`config.mk`:
```
export PLATFORM = sky130hd
export DESIGN_NAME = step_detector
export DESIGN_NICKNAME = d
export VERILOG_FILES = /design/src/rtl/step_detector.sv
export SDC_FILE = /design/constraint.sdc
export NUM_CORES = 1
export LEC_CHECK = 0
export CAP_MARGIN = 40
export CORE_UTILIZATION = 46
export DETAILED_ROUTE_END_ITERATION = 16
export PLACE_DENSITY = 0.8
export SYNTH_ARGS = -nofsm -noshare
export SYNTH_HDL_FRONTEND = slang
export SYNTH_SLANG_ARGS = --single-unit
```
`constraint.sdc`:
```
create_clock -name clk -period 2.9 [get_ports clk]
set_clock_uncertainty 0.2 [all_clocks]
set_input_delay 0.58 -clock clk [delete_from_list [all_inputs] [get_ports clk]]
set_output_delay 0.58 -clock clk [all_outputs]
set_load 0.02 [all_outputs]
```
`src/rtl/step_detector.sv`:
```
// Step detector: smooths acceleration samples, then counts rise/fall peaks whose spacing is plausible.
// Optional smoothing filter is enabled by defining STEP_SMOOTH_EN; otherwise the sample is used directly.
module step_detector #(
    parameter logic [7:0] SAT_MAX = 8'd255
) (
    input  logic       clk,
    input  logic       reset,
    input  logic       sampleValid,
    input  logic [7:0] sample,
    input  logic [7:0] theta1,
    input  logic [7:0] theta2,
    input  logic [7:0] beta1,
    input  logic [7:0] beta2,
    input  logic [7:0] alpha1,
    input  logic [7:0] totalSteps,
    output logic [7:0] updatedSteps,
    output logic       updateTotalSteps,
    output logic [1:0] fsmState
);

    typedef enum logic [1:0] {
        IDLE = 2'd0,
        HIGH = 2'd1
    } state_e;

    state_e     state_q, state_d;
    logic [7:0] filt_q, filt_d;
    logic       filt_valid_q, filt_valid_d;
    logic [7:0] cnt_q, cnt_d;
    logic       first_step_q, first_step_d;
    logic [7:0] updated_steps_q, updated_steps_d;
    logic       update_total_q, update_total_d;

    logic [7:0] filt_next;
    logic [7:0] cnt_inc;
    logic [7:0] steps_inc;
    logic       in_window;

`ifdef STEP_SMOOTH_EN
    // Difference is 9-bit signed so a falling input shifts toward the sample, not away from it.
    logic signed [8:0] filt_diff;
    logic signed [8:0] filt_step;
    logic              smooth_unused;

    assign filt_diff     = $signed({1'b0, sample}) - $signed({1'b0, filt_q});
    assign filt_step     = filt_diff >>> alpha1[1:0];
    assign filt_next     = filt_q + filt_step[7:0];
    assign smooth_unused = ^{alpha1[7:2], filt_step[8]};
`else
    logic alpha_unused;

    assign filt_next    = sample;
    assign alpha_unused = ^alpha1;
`endif

    assign cnt_inc   = (cnt_q < SAT_MAX) ? cnt_q + 8'd1 : SAT_MAX;
    assign steps_inc = (totalSteps >= SAT_MAX) ? SAT_MAX : totalSteps + 8'd1;
    assign in_window = (cnt_q >= beta1) && (cnt_q <= beta2);

    always_comb begin
        // NOTE: every signal gets a default first so no path through the block can infer a latch.
        filt_d          = filt_q;
        filt_valid_d    = sampleValid;
        state_d         = state_q;
        cnt_d           = cnt_q;
        first_step_d    = first_step_q;
        updated_steps_d = updated_steps_q;
        update_total_d  = 1'b0;

        if (sampleValid) begin
            filt_d = filt_next;
        end

        if (filt_valid_q) begin
            cnt_d = cnt_inc;
            case (state_q)
                IDLE: begin
                    // A long quiet spell means the next peak starts a fresh walk.
                    if (cnt_q > beta2) begin
                        first_step_d = 1'b1;
                    end
                    if (filt_q > theta1) begin
                        state_d = HIGH;
                    end
                end
                HIGH: begin
                    if (filt_q < theta2) begin
                        state_d = IDLE;
                        if (first_step_q || in_window) begin
                            cnt_d           = 8'd0;
                            first_step_d    = 1'b0;
                            updated_steps_d = steps_inc;
                            update_total_d  = 1'b1;
                        end
                    end
                end
                default: state_d = IDLE;
            endcase
        end
    end

    // NOTE: reset is asynchronous, so an in-flight sample or pending strobe is dropped immediately.
    always_ff @(posedge clk or posedge reset) begin
        if (reset) begin
            filt_q          <= 8'd0;
            filt_valid_q    <= 1'b0;
            state_q         <= IDLE;
            cnt_q           <= 8'd0;
            first_step_q    <= 1'b1;
            updated_steps_q <= 8'd0;
            update_total_q  <= 1'b0;
        end else begin
            // NOTE: non-blocking assignments so every flop samples the pre-edge value of its peers.
            filt_q          <= filt_d;
            filt_valid_q    <= filt_valid_d;
            state_q         <= state_d;
            cnt_q           <= cnt_d;
            first_step_q    <= first_step_d;
            updated_steps_q <= updated_steps_d;
            update_total_q  <= update_total_d;
        end
    end

    assign updatedSteps     = updated_steps_q;
    assign updateTotalSteps = update_total_q;
    assign fsmState         = state_q;

endmodule
```
**Word level (Yosys, flattened, before mapping)**

Index checks and enable logic that the tools add are counted.

- Register bits after elaboration: 29
- Input port bits: 59
- Output and inout port bits: 11
- Logic and storage cells: 44

- Add/subtract/negate cells: 2
- $lt $le $gt $ge: 7
- Equal/unequal tests: 5
- Muxes and demuxes: 16
- Reduce and logical (&&, ||, !) cells: 7

Operator list:

| cell | count |
|---|---|
| 8-bit two-way mux | 5 |
| 8-bit by 1-bit adder with 8-bit output (second input constant) | 2 |
| 8-bit > comparator | 2 |
| 8-bit >= comparator | 1 |
| 8-bit >= comparator (second input constant) | 1 |
| 8-bit <= comparator | 1 |
| 8-bit less-than comparator | 1 |
| 8-bit less-than comparator (second input constant) | 1 |
| 2-bit != test (second input constant) | 4 |
| 1-bit two-way mux | 7 |
| 5-bit AND reduction | 1 |
| 2-bit two-way mux | 2 |
| 2-bit one-hot mux with 2 select lines | 1 |
| 4-bit AND reduction | 1 |
| 3-bit AND reduction | 1 |
| 2-bit by 1-bit == test with 1-bit output (second input constant) | 1 |
| 2-bit zero test | 1 |
| 1-bit one-hot mux with 2 select lines | 1 |
| 2-bit nonzero test | 1 |
| 1-bit logical AND | 1 |
| 1-bit logical OR | 1 |

**Depth between registers and ports, before layout**

Gate-level depths: netlist of the first run.

- Word-level depth: 7
- Depth in mapped cells: 8
- Mapped depth without buffers: 7

**Least setup slack after synthesis of the first run**

Ideal clock, no wire load.

- Kind: input-to-reg
- Start point: in theta2[2]
- End point: reg updated_steps_q[0], in the netlist updatedSteps[0]
- Setup time: 0.125 ns
- Data arrival time: 2.359 ns
- Required time: 2.575 ns
- Slack: 0.216 ns
- Cell stages on the path: 7
- Path buffers: 0
- Path through: inv_1 -> ha_1 -> a211o_1 -> a31oi_1 -> o211ai_2 -> nor4_4 -> mux2_2

- Longest elaborated chain between the ends: 2

RTL lines:

| item | RTL line | RTL |
|---|---|---|
| from (decl) | 11 | `input logic [7:0] theta2,` |
| 8-bit less-than comparator | 87 | `if (filt_q < theta2) begin` |
| 4-bit AND reduction (no line) | - |  |
| to (signal assigned) | 119 | `updated_steps_q <= updated_steps_d;` |
| to (decl) | 31 | `logic [7:0] updated_steps_q, updated_steps_d;` |

No other way between the ends.
A chain may end at the register's enable or synchronous reset.

**Final worst setup path of the first run**

- Start point: in theta2[5]
- End point: reg updated_steps_q[2], in the netlist updatedSteps[2]

Same word-level chain as after synthesis.

==> flow_summary.ini, run 1 <==
[synth]
syn_avg_cell_area_um2 = 9.23
synthCells = 230
async_flop_share_pct = 100
synth.top_cells.by_area = dfrtp_1, ha_1, mux2_2, inv_1, a21oi_1
synth.distinct_cells = 38
seq_area_frac_synth_pct = 33.1
synth_edf_count = 0
yosysTopAreaCell = dfrtp_1
ys.flop_type = dfrtp_1
synth_top_area_share_pct = 31.8
syn-cell-area_um2 = 2120
syn-num-nets = 322
ys_seq_elements = 28
synth_warnings = 0

[sta]
tns_ps = 0
rsz0062_at_grt = yes
slew_viol_final = 0
fin_crit_sh_pct = 97.7
hold_violations = 0
max_freq_mhz = 353
setup_viol = 0
fin_crit_ps = 2830

[routing]
wirelength_um = 4480
drtIter0Drc = 53
num_vias = 1872
drtAntennaViolNets = 0
avgViaCountPerCell = 5.33
wl_per_cell_um = 12.8
drt_drc_violations_left = 0
dr.pass1.iters = 4

[finish]
final_common_cell = clkdlybuf4s50_1
num-nets-final = 392
area_growth_pct = 37.5
diodes = 0
mostFrequentLayoutCells = clkdlybuf4s50_1, inv_1, ha_1
design_area_um2 = 2920
drive_gt1_share_pct = 12.0

[critical_path]
end_kind = flop
worst-endpoint-required_ps = 2860
path_max_fanout = 10
cp-start-kind = input pin
arrival_ps = 2800
critPathKind = in -> reg

[place]
gp_congestion = 0.767
dp_hpwl_um = 3700
placed_cell_area_um2 = 2850
port_buffers = 60

[power_and_ir_drop]
irDropWorstVdd_mv = 0.459
powerDensity_nw_per_um2 = 643
p_leak_uw = 0.00139

[clocking]
cts.path.max_buffers = 2
cts_sinks = 28
cts-buffers-inserted = 3
cts_tree = built
cts_setup_buffers = 0
clockRootBuffer = clkbuf_8
h-tree-depth = 1
clk_latency_ps = 270
cts_hold_buffers = 0
clkTransAtPathRegs_ps = 90

[floorplan]
core-area_um2 = 4380
die_w_um = 69.9
num_rows = 24
dieArea_um2 = 4890
die_h_um = 69.9
num_io_pins = 70
initial_utilization_pct = 48.4

[global_route]
grt_overflow = 0
grt_max_degree = 16
grt_pass1_wl_um = 7800
antenna_found_initial = 0
grt_usage_pct = 19.3
grt_pass1_vias = 1883

[hold_path]
hp-class = reg -> reg

[status]
status = finished, final reports clean

[flow_run]
maxCapViolations = 0
[timing repair]
item                                   CTS  global route
endpoints found under the hold margin    0             0
gates resized for setup                  0             5
setup endpoints to repair                0            10
[layout make-up]
| class | count | area (um^2) |
|---|---|---|
| clock buffers | 4 | 55.1 |
| fillers | 384 | 1470 |
| inverters | 35 | 131 |
| multi-input cells | 162 | 1270 |
| flip-flops and latches | 28 | 702 |
| well taps | 52 | 65.1 |
| repair buffers | 70 | 691 |
[state kept, by name, summed over array words and instances (netlist names)]
register / cells
cnt_q: 8
updatedSteps: 8
updateTotalSteps: 1
first_step_q: 1
filt_valid_q: 1
filt_q: 8
fsmState: 1
[synth_stat cells, drive strengths merged, types with 3 or more instances]
| library cell | instances |
|---|---|
| nand2 | 10 |
| dfrtp | 27 |
| nand3 | 10 |
| nand4 | 5 |
| nor2 | 15 |
| inv | 35 |
| clkbuf | 3 |
| nor3 | 5 |
| a21oi | 12 |
| and3 | 3 |
| ha | 33 |
| o21a | 3 |
| o21ai | 11 |
| a31oi | 6 |
| nand2b | 3 |
| a211oi | 5 |
| and4 | 3 |
| o211ai | 3 |
| nor2b | 5 |
| mux2 | 14 |
[critical path: stages]
cell and delay (ps):
clkdlybuf4s50_1 450, inv_1 40, ha_1 300, a211o_1 290
o211ai_1 120, o211ai_2 180, nor4_4 320, buf_12 170
mux2_2 330
[layer usage]
layer	vias to the layer above	wire length, um	track usage [%]
li1	959	-	-
met1	874	2060	24.0
met2	37	2210	35.4
met3	2	185	2.60
met4	0	21	4.44
met5	-	0	0
[worst paths after layout]
path | cells past startpoint | slack (ps) | from | to
max | 9 | 70 | theta2[5] | updatedSteps[2]
min | 1 | 320 | updatedSteps[5] | updatedSteps[5]
max reg2reg | 9 | 410 | cnt_q[2] | cnt_q[0]
min reg2reg | 1 | 320 | updatedSteps[5] | updatedSteps[5]
max in group asynchronous | 3 | 1540 | reset | first_step_q
min in group asynchronous | 2 | 380 | reset | filt_q[6]
[metrics by stage]
step	hold WS (ps)	instances	power, uW	utilization, %	setup slack, ps
final	317	351	1880	66.6	65.5
after global routing	343	351	2030	66.6	-6.01
after CTS	327	351	1880	66.2	7.76
after detailed placement	303	347	1630	64.9	-288
after global placement	304	347	1600	64.9	-258
after floorplan	312	230	1230	-	216
[report_power, final]
group	switching, uW	leakage [uW]	total, uW	internal (uW)
registers	157	0.000337	688	531
logic	432	0.00103	950	518
clock network	118	0.0000288	239	121
[cell families after synthesis]
logic type	Yosys count	share of synthesized area, %
AOI/OAI and AO/OA	48	15.0
xor gates and xnor gates	1	0.413
adders and majority gates	33	19.4
buffers and inverters	40	7.60
DFF	28	33.1
muxes	16	8.37
other	1	0.177
and+or+nand+nor	63	16.0
(Power assumes the default switching activity.)
==> inputs of run 2 (changes only) <==
CAP_MARGIN = not set   (was 40)
CORE_UTILIZATION = 50   (was 46)
PLACE_DENSITY = 0.86   (was 0.8)
SETUP_SLACK_MARGIN = 0.4   (was not set)
clock period = 3.5 ns   (was 2.9 ns; I/O delays follow)
==> flow_summary.ini, run 2 (synthesis results as in run 1) <==
[status]
status = finished, final reports clean

[finish]
num-nets-final = 384
post-route-util_pct = 70.2
diodes = 0
area_growth_pct = 33.2
drive_gt1_share_pct = 8.59
final_common_cell = clkdlybuf4s50_1
mostFrequentLayoutCells = clkdlybuf4s50_1, inv_1, ha_1
multi_input_area_um2 = 1260
nFillCells = 333
register_area_um2 = 702
design_area_um2 = 2830

[clocking]
cts-buffers-inserted = 3
clkTransAtPathRegs_ps = 90
cts_hold_buffers = 0
clk_latency_ps = 270
cts.path.max_buffers = 2
cts_sinks = 28
cts_setup_buffers = 0
h-tree-depth = 1
clockRootBuffer = clkbuf_8
cts_tree = built

[routing]
num_vias = 1849
drt_drc_violations_left = 0
avgViaCountPerCell = 5.42
dr.pass1.iters = 4
drtIter0Drc = 35
wl_per_cell_um = 13.5
drtAntennaViolNets = 0
wirelength_um = 4620

[global_route]
grt_pass1_vias = 1934
grt_pass1_wl_um = 8180
grt_usage_pct = 23.9
antenna_found_initial = 0
grt_overflow = 0
grt_max_degree = 29

[critical_path]
arrival_ps = 2920
critPathSlowestCell = clkdlybuf4s50_1
critPathKind = in -> reg
path_max_fanout = 17
worst-endpoint-required_ps = 3460
cp-start-kind = input pin
end_kind = flop
max_stage_delay_ps = 470
crit_chain = clkdlybuf4s50_1 > inv_1 > ha_1 > a211o_1 > a31oi_1 > o211ai_2 > nor4_4 > buf_12 > mux2_2

[place]
port_buffers = 60
gp_congestion = 0.800
placed_cell_area_um2 = 2780
dp_hpwl_um = 3620

[sta]
slew_viol_final = 0
setup_viol = 0
fin_crit_sh_pct = 84.4
rsz0062_at_grt = no
fin_crit_ps = 2950
whs_ps = 320
max_freq_mhz = 339
tns_ps = 0
hold_violations = 0

[floorplan]
num_rows = 23
num_io_pins = 70
dieArea_um2 = 4510
die_h_um = 67.2
die_w_um = 67.2
core-area_um2 = 4030
initial_utilization_pct = 52.7

[hold_path]
hp-class = reg -> reg

[power_and_ir_drop]
powerDensity_nw_per_um2 = 527
irDropWorstVdd_mv = 0.361
p_leak_uw = 0.00133

[flow_run]
maxCapViolations = 0
[run 2: final timing paths]
kind                       depth (start not counted)  slack [ps]               to            start
setup / recovery                                   9         550  updatedSteps[7]        theta2[2]
hold / removal                                     1         320  updatedSteps[1]  updatedSteps[1]
setup reg to reg                                   7         980  updatedSteps[7]         cnt_q[5]
hold reg to reg                                    1         320  updatedSteps[1]  updatedSteps[1]
max in group asynchronous                          3        2210     first_step_q            reset
min in group asynchronous                          3         580         cnt_q[2]            reset
[run 2: final cells by class]
cell class              count  share of cell area, %
clock buffers               4                   1.59
inverters                  35                   4.64
multi-input cells         162                   44.5
flip-flops and latches     28                   24.8
well taps                  50                   2.21
repair buffers             62                   22.2
[run 2: timing repair]
item,4_1_cts,5_1_grt
setup endpoints to repair,3,0
resized for setup,0,0
endpoints found under the hold margin,0,0
[run 2: through the flow]
step | setup slack, ps | std cells | total power, uW
after floorplan | 696 | 230 | 1020
after global placement | 131 | 337 | 1280
after detailed placement | 120 | 337 | 1320
after CTS | 528 | 341 | 1500
after global routing | 413 | 341 | 1630
final | 547 | 341 | 1490
[run 2: layer usage]
| metal | vias to the layer above | wire length [um] | GRT usage, % |
|---|---|---|---|
| met5 | - | 0 | 0 |
| met4 | 0 | 42 | 6.65 |
| met2 | 45 | 2330 | 42.5 |
| met3 | 6 | 205 | 3.04 |
| li1 | 944 | - | - |
| met1 | 854 | 2040 | 30.2 |
[run 2: critical path, delay by kind of cell]
kind / cells / cell delay, ps
buffers and inverters: 3 / 710
AO/OA/AOI/OAI: 3 / 660
multiplexers: 1 / 340
adder cells (fa/ha/maj): 1 / 290
AND/OR/NAND/NOR: 1 / 210
[run 2: power breakdown]
part | switching, uW | internal, uW | leakage, uW
Combinational | 347 | 387 | 0.000974
Clock | 98.0 | 81.6 | 0.0000228
Sequential | 137 | 439 | 0.000337
